--- config.mk ---
export PLATFORM = sky130hd
export DESIGN_NAME = pll_reset_seq
export DESIGN_NICKNAME = d
export VERILOG_FILES = /design/src/rtl/pll_reset_seq.sv
export SDC_FILE = /design/constraint.sdc
export NUM_CORES = 1
export LEC_CHECK = 0
export CAP_MARGIN = 5
export CORE_MARGIN = 1
export CORE_UTILIZATION = 55
export CTS_BUF_LIST = sky130_fd_sc_hd__clkbuf_8 sky130_fd_sc_hd__clkbuf_16
export CTS_CLUSTER_DIAMETER = 100
export DETAILED_ROUTE_END_ITERATION = 10
export DONT_BUFFER_PORTS = 1
export PLACE_DENSITY_LB_ADDON = 0.3
export SETUP_SLACK_MARGIN = 0.02
export SLEW_MARGIN = 40
export SYNTH_ARGS = -nofsm -noshare
export SYNTH_HDL_FRONTEND = slang
export SYNTH_SLANG_ARGS = --single-unit
--- constraint.sdc ---
create_clock -name clk -period 4 [get_ports clk]
set_input_delay 0.8 -clock clk [delete_from_list [all_inputs] [get_ports clk]]
set_output_delay 0.8 -clock clk [all_outputs]
set_load 0.02 [all_outputs]
--- src/rtl/pll_reset_seq.sv ---
// -----------------------------------------------------------------------------
// pll_reset_seq
// Reset sequencer and timebase for the logic downstream of the rPLL. It runs
// entirely in the PLL output clock domain. The raw LOCK signal passes through
// a two-flop synchroniser. The system reset stays asserted until lock has been
// stable for LOCK_CYCLES consecutive cycles, and is asserted again when lock
// drops. While running, the block emits a one-cycle tick every TICK_DIV cycles.
//
// Optional feature macro: PLL_LOSS_COUNT_EN
//   defined   -> saturating 8-bit lock-loss counter drives loss_cnt
//   undefined -> no counter is built, loss_cnt is tied to zero
//
// Ports:
//   clk        in   PLL output clock, the only clock
//   rst_n      in   synchronous active-low reset
//   lock_in    in   raw rPLL LOCK, asynchronous to clk
//   sys_rst_n  out  registered system reset, 0 = downstream held in reset
//   locked     out  lock_in after the two-flop synchroniser
//   tick       out  one-cycle pulse every TICK_DIV cycles while running
//   loss_cnt   out  saturating count of lock losses while running
// -----------------------------------------------------------------------------
module pll_reset_seq #(
   parameter int LOCK_CYCLES = 1024,
   parameter int TICK_DIV    = 54000
) (
   input  logic       clk,
   input  logic       rst_n,
   input  logic       lock_in,
   output logic       sys_rst_n,
   output logic       locked,
   output logic       tick,
   output logic [7:0] loss_cnt
);

   localparam int CNT_W  = $clog2(LOCK_CYCLES + 1);
   localparam int TICK_W = $clog2(TICK_DIV);

   localparam logic [CNT_W-1:0]  CNT_LAST  = CNT_W'(LOCK_CYCLES - 1);
   localparam logic [TICK_W-1:0] TICK_LAST = TICK_W'(TICK_DIV - 1);

   localparam logic [1:0] ST_WAIT_LOCK = 2'd0;
   localparam logic [1:0] ST_STABLE    = 2'd1;
   localparam logic [1:0] ST_RUN       = 2'd2;

   logic              sync1_r;
   logic              lock_sync_r;
   logic [1:0]        state_r;
   logic [1:0]        state_nxt_s;
   logic [CNT_W-1:0]  cnt_r;
   logic [CNT_W-1:0]  cnt_nxt_s;
   logic [TICK_W-1:0] tick_cnt_r;
   logic              tick_run_s;

   // Next-state and stability-count logic
   always_comb begin
      state_nxt_s = state_r;
      cnt_nxt_s   = cnt_r;
      case (state_r)
         ST_WAIT_LOCK: begin
            cnt_nxt_s = {CNT_W{1'b0}};
            if (lock_sync_r) begin
               state_nxt_s = ST_STABLE;
            end else begin
               state_nxt_s = ST_WAIT_LOCK;
            end
         end
         ST_STABLE: begin
            // A lock drop is checked first so it wins over a count completing
            // on the same edge.
            if (!lock_sync_r) begin
               state_nxt_s = ST_WAIT_LOCK;
               cnt_nxt_s   = {CNT_W{1'b0}};
            end else if (cnt_r == CNT_LAST) begin
               state_nxt_s = ST_RUN;
               cnt_nxt_s   = {CNT_W{1'b0}};
            end else begin
               state_nxt_s = ST_STABLE;
               cnt_nxt_s   = cnt_r + CNT_W'(1'b1);
            end
         end
         ST_RUN: begin
            cnt_nxt_s = {CNT_W{1'b0}};
            if (!lock_sync_r) begin
               state_nxt_s = ST_WAIT_LOCK;
            end else begin
               state_nxt_s = ST_RUN;
            end
         end
         default: begin
            state_nxt_s = ST_WAIT_LOCK;
            cnt_nxt_s   = {CNT_W{1'b0}};
         end
      endcase
   end

   // The tick counter only advances while the sequencer stays in RUN, so the
   // edge that leaves RUN already produces tick=0 and the edge that enters RUN
   // leaves the counter at zero.
   assign tick_run_s = (state_r == ST_RUN) && lock_sync_r;

   // Lock synchroniser, FSM state, stability counter and system reset
   always_ff @(posedge clk) begin
      if (!rst_n) begin
         sync1_r     <= 1'b0;
         lock_sync_r <= 1'b0;
         state_r     <= ST_WAIT_LOCK;
         cnt_r       <= {CNT_W{1'b0}};
         sys_rst_n   <= 1'b0;
      end else begin
         sync1_r     <= lock_in;
         lock_sync_r <= sync1_r;
         state_r     <= state_nxt_s;
         cnt_r       <= cnt_nxt_s;
         sys_rst_n   <= (state_nxt_s == ST_RUN);
      end
   end

   // Periodic tick generator
   always_ff @(posedge clk) begin
      if (!rst_n) begin
         tick_cnt_r <= {TICK_W{1'b0}};
         tick       <= 1'b0;
      end else if (!tick_run_s) begin
         tick_cnt_r <= {TICK_W{1'b0}};
         tick       <= 1'b0;
      end else if (tick_cnt_r == TICK_LAST) begin
         tick_cnt_r <= {TICK_W{1'b0}};
         tick       <= 1'b1;
      end else begin
         tick_cnt_r <= tick_cnt_r + TICK_W'(1'b1);
         tick       <= 1'b0;
      end
   end

   assign locked = lock_sync_r;

`ifdef PLL_LOSS_COUNT_EN
   logic       loss_event_s;
   logic [7:0] loss_cnt_r;

   // Only a RUN -> WAIT_LOCK transition is a loss; drops during STABLE are not.
   assign loss_event_s = (state_r == ST_RUN) && !lock_sync_r;

   // Saturating lock-loss counter
   always_ff @(posedge clk) begin
      if (!rst_n) begin
         loss_cnt_r <= 8'd0;
      end else if (loss_event_s && (loss_cnt_r != 8'd255)) begin
         loss_cnt_r <= loss_cnt_r + 8'd1;
      end else begin
         loss_cnt_r <= loss_cnt_r;
      end
   end

   assign loss_cnt = loss_cnt_r;
`else
   assign loss_cnt = 8'd0;
`endif

endmodule
# After elaboration in Yosys (flattened, before gate mapping)
# Index checks and enable logic that the tools add are counted.
# word_totals
ff_bits,33
latch_bits,0
ram_bits,0
rom_bits,0
in_bits,3
word_cells,29
memories,0
# op_classes
n_addsub,2
multipliers,0
n_div,0
order_cmp,0
eq_ne,5
shifts,0
n_mux,6
n_bitwise,4
reduce_logical,5
# op_table
cell,n
adder 16 x 1 -> 16 bit (second input constant),1
equality test 16 bit (second input constant),1
adder 11 x 1 -> 11 bit (second input constant),1
equality test 11 x 10 -> 1 bit (second input constant),1
two-way mux 2 bit,3
case mux 2 bit (3 select lines),1
equality test 2 bit (second input constant),2
NOT 1 bit,4
OR reduction 4 bit,1
OR reduction 3 bit,1
equality test 2 x 1 -> 1 bit (second input constant),1
zero test 2 bit,1
two-way mux 1 bit,2
AND reduction 2 bit,1
logical AND 1 bit,1

# Longest topological paths before layout
# Gate-level depths: netlist of run 1.
# logic_depth
depth_word,5
depth_mapped,6
mapped_depth_nobuf,5

# Least setup slack after synthesis of run 1
# No wires, ideal clock.
# synth_path
path_kind,input to register
startpoint,input rst_n
endpoint,register cnt_r[3]
setup_ns,0.064
arrival_ns,1.601
slack_ns,2.335
cell_stages,5
path_buffers,1
cell_sequence,nand2_1 > or3_1 > nand2b_1 > buf_4 > nor2_1
# synth_between
elab_chain_cells,2
# synth_lines
element,line_no,rtl
start: declaration,27,"input logic rst_n,"
NOT 1 bit (no source line),--,
OR reduction 4 bit (no source line),--,
end signal: assignment,107,cnt_r <= {CNT_W{1'b0}};
end signal: assignment,113,cnt_r <= cnt_nxt_s;
end: declaration,49,logic [CNT_W-1:0] cnt_r;
# Every way passes these cells.
# A chain may end at the register's enable or synchronous reset.

# Worst setup path after layout of run 1
# layout_path
startpoint,register tick_cnt_r[0]
endpoint,register tick_cnt_r[2]
# layout_between
elab_chain_cells,2
# layout_lines
element,line_no,rtl
start: declaration,51,logic [TICK_W-1:0] tick_cnt_r;
start signal: assignment,121,tick_cnt_r <= {TICK_W{1'b0}};
start signal: assignment,124,tick_cnt_r <= {TICK_W{1'b0}};
start signal: assignment,127,tick_cnt_r <= {TICK_W{1'b0}};
"parallel branches: the longest is 2 deep, another holds adder 16 x 1 -> 16 bit",--,
# Several ways; the timed one is not identified.

==> results of run 1 <==
==> logic make-up (layout without fill, tap and decap cells) <==
logic type,Yosys count,after routing
AND/OR/NAND/NOR,77,77
flip-flops,33,33
XOR/XNOR,19,19
buffers and inverters,15,12
AO/OA/AOI/OAI,9,9
adder cells (fa/ha/maj),2,2
other,1,8
==> metal layers <==
layer,share of wire (%),vias up,GRT usage (%)
li1,-,524,-
met1,50,466,24.6
met2,43,29,30.0
met3,5.2,4,9.57
met4,1.7,0,11.8
met5,0,-,0
==> worst max-delay path, cell delays in order, from the launching register on <==
cell	delay, ns
dfxtp_1	0.35
ha_1	0.19
nand3_1	0.29
o31ai_4	0.71
nor2_1	0.11
==> synthesized netlist by cell type (2+ instances only) <==
master    n
dfxtp_1  33
nor2_1   29
xnor2_1  14
buf_4     9
nand2_1   9
nand3_1   8
nor3_1    6
inv_1     5
nand4_1   5
o21ai_0   5
xor2_1    5
nor4_1    4
or3_1     4
a21oi_1   3
and2_1    2
ha_1      2
==> worst paths after layout <==
check,startpoint,endpoint,slack [ns],depth (start not counted)
hold reg to reg,sync1_r$_SDFF_PN0_,locked$_SDFF_PN0_,0.44,1
setup / recovery,tick_cnt_r[0]$_SDFF_PP0_,tick_cnt_r[2]$_SDFF_PP0_,2.20,4
setup reg to reg,tick_cnt_r[0]$_SDFF_PP0_,tick_cnt_r[2]$_SDFF_PP0_,2.20,4
hold / removal,sync1_r$_SDFF_PN0_,locked$_SDFF_PN0_,0.44,1
==> area by class of cell <==
type	instances	area share (%)
clock inverters	1	0.253
inverters	5	1.27
well taps	28	2.36
flip-flops and latches	33	44.6
multi-input cells	115	45.9
clock buffers	6	5.57
==> where the power goes <==
| part | switching (uW) | total, uW | internal, uW |
|---|---|---|---|
| combinational | 7.21 | 7.95 | 0.743 |
| clock | 108 | 241 | 134 |
| sequential | 1.06 | 331 | 330 |
| total | 116 | 580 | 464 |
==> flip-flops by register name, indices dropped and copies added (netlist names) <==
| signal | cells |
|---|---|
| cnt_r | 11 |
| locked | 1 |
| state_r | 2 |
| sync1_r | 1 |
| sys_rst_n | 1 |
| tick | 1 |
| tick_cnt_r | 16 |
==> stage by stage <==
stage | instance area (um2) | total power (uW) | cells | worst slack [ns]
finish | 1480 | 580 | 188 | 2.20
global placement | 1400 | 346 | 181 | 2.24
CTS | 1480 | 586 | 188 | 2.20
detailed placement | 1400 | 346 | 181 | 2.19
floorplan | 1430 | 352 | 163 | 2.33
global route | 1480 | 604 | 188 | 2.01
==> cell usage in the layout (no fill, tap or decap), types with 2 or more instances in the layout <==
| master | n |
|---|---|
| o21ai_0 | 5 |
| clkbuf_8 | 6 |
| and2_1 | 2 |
| nor3_1 | 6 |
| nor4_1 | 4 |
| nand4_1 | 5 |
| or3_1 | 4 |
| nand2_1 | 9 |
| a21oi_1 | 3 |
| inv_1 | 6 |
| nand3_1 | 8 |
| conb_1 | 8 |
| dfxtp_1 | 33 |
| ha_1 | 2 |
| nor2_1 | 29 |
| xnor2_1 | 14 |
| xor2_1 | 5 |
==> results.py, run 1 <==
metrics = {
    "final_layout": {
        "post_route_cells_drive_above_1_share_pct": 5.63,
        "area_growth_pct": 5.34,
        "multi_input_comb_area_um2": 681,
        "utilization_pct": 63.9,
        "filler_cell_count": 183,
        "final-seq-area_um2": 661,
        "nets": 165,
        "diodes": 0,
    },
    "sta": {
        "setup_tns_ns": 0,
        "slew_viol_final": 0,
        "rsz0062_at_grt": "no",
        "max_slew_margin_pct": 56.2,
        "setup_viol": 0,
        "worst_pin_slew_ns": 0.657,
        "hold_slack_ns": 0.443,
        "timing.final.crit_share_pct": 44.9,
        "hold_viol_final": 0,
        "max_freq_mhz": 556,
        "period_needed_ns": 1.80,
        "clock_skew_ns": 0.00570,
    },
    "floorplan": {
        "io_pins": 14,
        "core_mm2": 0.00232,
        "rows": 17,
        "initial_utilization_pct": 60.7,
        "die_h_um": 52.6,
        "dieArea_mm2": 0.00276,
        "die_w_um": 52.6,
    },
    "synth": {
        "synth_compound_area_share_pct": 4.36,
        "synth_top_cell_area_share_pct": 47.0,
        "synthFlopType": "dfxtp_1",
        "synthXorXnorAreaFrac_pct": 11.8,
        "synth_top_family_by_area": "simple AND/OR/NAND/NOR gates",
        "synth_edf_count": 0,
        "yosys_register_bits": 33,
        "ys_types": 29,
        "ys_warn_count": 0,
        "yosysTopAreaCell": "dfxtp_1",
        "yosysSeqAreaShare_pct": 47.0,
        "netlist_area_mm2": 0.00141,
        "muxShareOfSynthArea_pct": 0,
        "synthArstFlopShare_pct": 0,
        "synthAdderAreaFrac_pct": 1.78,
        "synth_area_leaders": "dfxtp_1, xnor2_1, nor2_1",
        "avgSynthCellArea_um2": 9.02,
        "synth_cells": 156,
        "synth-simple-area-share_pct": 28.3,
    },
    "clocking": {
        "clkTransAtPathRegs_ns": 0.06,
        "cts_setup_buffers": 0,
        "cts_tree": "built",
        "clock_latency_ns": 0.28,
        "clockBufferDepth": 2,
        "ctsResizeCount": 0,
        "postCtsHoldBufs": 0,
        "cts-htree-levels": 2,
        "cts_buffers": 5,
        "clkSinkCount": 33,
        "root_buffer": "clkbuf_8",
    },
    "global_routing": {
        "grt_pass1_wl_um": 3950,
        "grt_pass1_vias": 936,
        "grt_overflow": 0,
        "antenna_found_initial": 0,
        "grt_max_degree": 17,
        "gr-usage-all-layers_pct": 20.6,
    },
    "placement": {
        "numPortBuffers": 0,
        "gp_congestion": 0.828,
        "dp_hpwl_um": 1550,
    },
    "route": {
        "postRouteAntennaNets": 0,
        "first_iter_violations": 26,
        "wl_per_cell_um": 11.7,
        "avgViaCountPerCell": 5.44,
        "drc_errors": 0,
        "vias": 1023,
        "routed_wirelength_um": 2190,
        "first_pass_iters": 4,
    },
    "setup_path": {
        "critPathKind": "reg2reg",
        "cp.required_ns": 4.14,
        "critPathLaunchType": "register",
        "end_kind": "register",
        "arrival_ns": 1.94,
        "cp_max_fo": 16,
    },
    "pwr": {
        "power.static_leakage_uw": 0.000455,
        "ir_drop_v": 0.000295,
        "power_density_mw_per_mm2": 392,
    },
    "flow_run": {
        "cap_violations": 0,
    },
    "run_status": {
        "status": "completed",
    },
    "min_path": {
        "min_path_type": "reg2reg",
    },
}
(Power assumes the default switching activity.)
==> run 2, diff against run 1 <==
--- a/config.mk
+++ b/config.mk
@@ -7,7 +7,7 @@
 export LEC_CHECK = 0
 export CAP_MARGIN = 5
 export CORE_MARGIN = 1
-export CORE_UTILIZATION = 55
+export CORE_UTILIZATION = 54
 export CTS_BUF_LIST = sky130_fd_sc_hd__clkbuf_8 sky130_fd_sc_hd__clkbuf_16
 export CTS_CLUSTER_DIAMETER = 100
 export DETAILED_ROUTE_END_ITERATION = 10
==> constraint.sdc (replaced) <==
create_clock -name clk -period 1.45 [get_ports clk]
set_input_delay 0.29 -clock clk [delete_from_list [all_inputs] [get_ports clk]]
set_output_delay 0.29 -clock clk [all_outputs]
set_load 0.02 [all_outputs]
==> results.py, run 2 (synthesis gave the netlist of run 1 again) <==
metrics = {
    "final_layout": {
        "nets": 189,
        "stdcell_area_mm2": 0.00173,
        "layout_commonest_cell": "nor2_1",
        "final_cell_mix": "nor2_1, buf_4, dfxtp_1",
        "largest_register": "tick_cnt_r",
        "post_route_cells_drive_above_1_share_pct": 28.3,
        "largest_reg_flops": 16,
        "diodes": 0,
        "top_regs": "tick_cnt_r x16, cnt_r x11, state_r x2",
        "filler_cell_count": 184,
        "fin_cells": 214,
        "area_growth_pct": 23.3,
        "utilization_pct": 70.0,
    },
    "setup_path": {
        "critPathLaunchType": "register",
        "end_kind": "register",
        "critPathKind": "reg2reg",
        "critPathLaunch": "tick_cnt_r[6]$_SDFF_PP0_",
        "critPathCapture": "tick_cnt_r[15]$_SDFF_PP0_",
        "cp_max_fo": 4,
        "worstRegToRegCells": 4,
        "r2r_start": "tick_cnt_r[6]$_SDFF_PP0_",
        "worstReg2RegEnd": "tick_cnt_r[15]$_SDFF_PP0_",
        "cp.required_ns": 1.66,
        "arrival_ns": 1.64,
        "r2r_setup_slack_ns": 0.02,
    },
    "floorplan": {
        "core_mm2": 0.00248,
        "die_h_um": 53.0,
        "io_pins": 14,
        "die_w_um": 53.0,
        "initial_utilization_pct": 56.8,
        "dieArea_mm2": 0.00281,
        "rows": 18,
    },
    "placement": {
        "dp_hpwl_um": 2030,
        "dp_slack_ns": -0.0627,
        "placed_cells": 206,
        "post_dp_cell_area_mm2": 0.00161,
        "numPortBuffers": 0,
        "gp_congestion": 0.889,
    },
    "global_routing": {
        "antenna_found_initial": 0,
        "gr-usage-all-layers_pct": 22.1,
        "grt_pass1_vias": 998,
        "grt_overflow": 0,
        "use_met1_pct": 25.2,
        "top_usage_layer": "met2",
        "grtUsageMet3_pct": 6.03,
        "met2_usage_pct": 37.1,
        "grt_pass1_wl_um": 4280,
        "grt_max_degree": 17,
    },
    "sta": {
        "period_needed_ns": 1.43,
        "hold_viol_final": 0,
        "timing.final.crit_share_pct": 98.6,
        "max_freq_mhz": 699,
        "setup_viol": 0,
        "fin_ws_ns": 0.0199,
        "rsz0062_at_grt": "yes",
        "slew_viol_final": 0,
        "clock_skew_ns": 0.00529,
    },
    "route": {
        "avgViaCountPerCell": 5.14,
        "wl_per_cell_um": 12.6,
        "routed_wirelength_um": 2700,
        "vias": 1099,
        "drc_errors": 0,
        "first_pass_iters": 4,
        "first_iter_violations": 30,
        "postRouteAntennaNets": 0,
    },
    "clocking": {
        "clock_latency_ns": 0.28,
        "clkTransAtPathRegs_ns": 0.06,
        "clockBufferDepth": 2,
        "cts-htree-levels": 2,
        "root_buffer": "clkbuf_8",
        "cts_tree": "built",
        "cts_buffers": 5,
        "clkSinkCount": 33,
    },
    "pwr": {
        "ir_drop_v": 0.000931,
        "power.static_leakage_uw": 0.000591,
        "p_total_uw": 1600,
        "power_density_mw_per_mm2": 923,
    },
    "min_path": {
        "min_path_type": "in2reg",
    },
    "flow_run": {
        "cap_violations": 0,
    },
    "run_status": {
        "status": "completed",
    },
}
==> run 2: worst max-delay path, stage by stage (launching register included) <==
cell and delay (ns):
dfxtp_2 0.38, nand3_4 0.08, or3_4 0.40, or3_1 0.36
a21oi_1 0.14
==> run 2: how the worst min path moves through the flow <==
stage	from	endpoint	slack (ns)	depth (start not counted)
after floorplan	rst_n	locked$_SDFF_PN0_	0.41	1
after global placement	rst_n	locked$_SDFF_PN0_	0.42	1
after detailed placement	rst_n	sync1_r$_SDFF_PN0_	0.42	1
after CTS	rst_n	sync1_r$_SDFF_PN0_	0.13	1
after global routing	rst_n	sync1_r$_SDFF_PN0_	0.12	1
final	rst_n	sync1_r$_SDFF_PN0_	0.13	1
==> run 2: power breakdown <==
group / internal [uW] / switching, uW / leakage (uW)
sequential: 910 / 1.52 / 0.000272
combinational: 3.63 / 21.8 / 0.000270
clock: 369 / 296 / 0.0000485
total: 1280 / 319 / 0.000591
==> run 2: metrics by stage <==
stage,hold slack (ns),setup TNS [ns]
floorplan,0.412,0
global placement,0.416,-0.00156
detailed placement,0.417,-0.349
CTS,0.130,0
global route,0.124,-0.840
finish,0.134,0
==> run 2: repair_timing <==
action | CTS | global route
hold buffers | 0 | 0
hold endpoints to repair | 0 | 0
setup buffers | 1 | 0
endpoints found under the setup margin | 17 | 26
gates resized for setup | 5 | 6
pin swaps | 0 | 2
==> run 2: layout make-up <==
class                           count  area [um2]  share of cell area, %
Timing Repair Buffer               24         196                   11.3
Multi-Input combinational cell    115         719                   41.5
Inverter                            5        18.8                   1.08
Sequential cell                    33         676                   39.0
Clock buffer                        6        82.6                   4.76
Clock inverter                      1        3.75                  0.216
Tap cell                           30        37.5                   2.16
==> run 2: routing by layer <==
metal,vias to the layer above,wire [um]
li1,562,-
met1,507,1220
met2,22,1350
met3,8,84
met4,0,51
met5,-,0
==> run 3, diff against run 2 <==
--- a/config.mk
+++ b/config.mk
@@ -6,8 +6,10 @@
 export NUM_CORES = 1
 export LEC_CHECK = 0
 export CAP_MARGIN = 5
+export CELL_PAD_IN_SITES_DETAIL_PLACEMENT = 0
+export CELL_PAD_IN_SITES_GLOBAL_PLACEMENT = 1
 export CORE_MARGIN = 1
-export CORE_UTILIZATION = 54
+export CORE_UTILIZATION = 46
 export CTS_BUF_LIST = sky130_fd_sc_hd__clkbuf_8 sky130_fd_sc_hd__clkbuf_16
 export CTS_CLUSTER_DIAMETER = 100
 export DETAILED_ROUTE_END_ITERATION = 10
==> constraint.sdc (replaced) <==
create_clock -name clk -period 1.5 [get_ports clk]
set_input_delay 0.3 -clock clk [delete_from_list [all_inputs] [get_ports clk]]
set_output_delay 0.3 -clock clk [all_outputs]
set_load 0.02 [all_outputs]
==> results.py, run 3 (synthesis gave the netlist of run 1 again) <==
metrics = {
    "global_routing": {
        "grt_pass1_wl_um": 4270,
        "top_usage_layer": "met2",
        "gr-usage-all-layers_pct": 17.1,
        "met2_usage_pct": 26.4,
        "antenna_found_initial": 0,
        "use_met1_pct": 21.6,
        "grt_pass1_vias": 1023,
        "grt_overflow": 0,
        "grt_max_degree": 17,
        "grtUsageMet3_pct": 6.58,
    },
    "run_status": {
        "status": "complete, but fails checks",
        "violations": "DRC",
    },
    "flow_run": {
        "cap_violations": 0,
    },
    "floorplan": {
        "io_pins": 14,
        "rows": 19,
        "die_w_um": 57.3,
        "core_mm2": 0.00283,
        "dieArea_mm2": 0.00328,
        "initial_utilization_pct": 49.7,
        "die_h_um": 57.3,
    },
    "sta": {
        "timing.final.crit_share_pct": 97.1,
        "max_freq_mhz": 686,
        "rsz0062_at_grt": "yes",
        "period_needed_ns": 1.46,
        "hold_viol_final": 0,
        "setup_viol": 0,
        "clock_skew_ns": 0.00369,
        "slew_viol_final": 0,
        "setup_tns_ns": 0,
    },
    "pwr": {
        "p_switching_uw": 334,
        "ir_drop_v": 0.000520,
        "intPower_uw": 1200,
        "pwr-share-comb_pct": 1.6,
        "p_clk_share_pct": 40.8,
        "power.static_leakage_uw": 0.000602,
        "p_seq_share_pct": 57.5,
        "power_density_mw_per_mm2": 864,
        "p_total_uw": 1530,
        "switching_share_pct": 21.8,
    },
    "placement": {
        "post_dp_cell_area_mm2": 0.00159,
        "placed_cells": 206,
        "numPortBuffers": 0,
        "gp_congestion": 0.774,
        "dp_hpwl_um": 1800,
    },
    "setup_path": {
        "arrival_ns": 1.63,
        "critPathLaunchType": "register",
        "cp_max_fo": 3,
        "max_stage_delay_ns": 0.54,
        "critPathKind": "reg2reg",
        "crit_slowest_cell": "or4_4",
        "cp.required_ns": 1.67,
        "end_kind": "register",
        "worstPathCellList": "ha_4 -> nand3_2 -> or4_4 -> buf_6 -> nor2_4 -> nor3_1",
        "r2r_setup_slack_ns": 0.04,
    },
    "final_layout": {
        "post_route_cells_drive_above_1_share_pct": 30.6,
        "diodes": 0,
        "filler_cell_count": 247,
        "top_regs": "tick_cnt_r x16, cnt_r x11, state_r x2",
        "largest_register": "tick_cnt_r",
        "fin_cells": 217,
        "area_growth_pct": 26.0,
        "final_cell_mix": "nor2_1, buf_4, dfxtp_1",
        "nets": 190,
        "stdcell_area_mm2": 0.00177,
        "utilization_pct": 62.6,
        "largest_reg_flops": 16,
        "layout_commonest_cell": "nor2_1",
    },
    "clocking": {
        "cts_buffers": 5,
        "clkTransAtPathRegs_ns": 0.06,
        "cts-htree-levels": 2,
        "cts_tree": "built",
        "clkSinkCount": 33,
        "clock_latency_ns": 0.28,
        "root_buffer": "clkbuf_8",
        "clockBufferDepth": 2,
        "postCtsHoldBufs": 0,
    },
    "route": {
        "avgViaCountPerCell": 5.14,
        "first_iter_violations": 22,
        "first_pass_iters": 9,
        "wl_per_cell_um": 11.7,
        "vias": 1115,
        "drc_errors": 2,
        "postRouteAntennaNets": 0,
        "routed_wirelength_um": 2550,
    },
    "min_path": {
        "min_path_type": "in2reg",
    },
}
run 3: path summary, 6_finish.rpt:
kind	startpoint	endpoint	cells past startpoint
max	cnt_r[1]$_SDFF_PP0_	state_r[0]$_SDFF_PN0_	6
min	rst_n	locked$_SDFF_PN0_	1
max reg2reg	cnt_r[1]$_SDFF_PP0_	state_r[0]$_SDFF_PN0_	6
min reg2reg	sync1_r$_SDFF_PN0_	locked$_SDFF_PN0_	1
run 3: critical path, delay by kind of cell (launching register included):
family / cells / cell delay (ns)
and+or+nand+nor: 4 / 0.71
buffers and inverters: 1 / 0.15
DFF: 1 / 0.35
adders and majority gates: 1 / 0.14
run 3: final cells by class:
class                      instances  area (um2)  area share (%)
clock inverter                     3        13.8           0.777
sequential                        33         676            38.1
inverter                           5        18.8            1.06
multi-input combinational        115         752            42.4
clock buffer                       5        68.8            3.88
tap                               31        38.8            2.19
timing repair buffer              25         204            11.5
run 3: routing by layer:
metal	vias to the layer above	routed length, um
li1	563	-
met1	518	1180
met2	26	1190
met3	8	130
met4	0	46
met5	-	0
run 3: repair_timing:
action | CTS | global route
resized for setup | 2 | 25
endpoints found under the hold margin | 0 | 0
endpoints found under the setup margin | 17 | 23
pin swaps | 2 | 4
setup buffers | 2 | 1
run 3: power by group through the flow:
stage               clock (uW)  sequential, uW  combinational [uW]
floorplan                    0             902                36.5
global placement             0             900                23.8
detailed placement           0             901                24.1
CTS                        645             881                24.2
global route               681             880                27.1
finish                     625             881                25.0
run 3: stage by stage:
step	worst slack [ns]	hold WS, ns
5_1_grt	0.000108	0.133
6_report	0.0430	0.145
3_3_place_gp	0.0175	0.422
3_5_place_dp	-0.00435	0.428
2_1_floorplan	0.0337	0.412
4_1_cts	0.0205	0.141
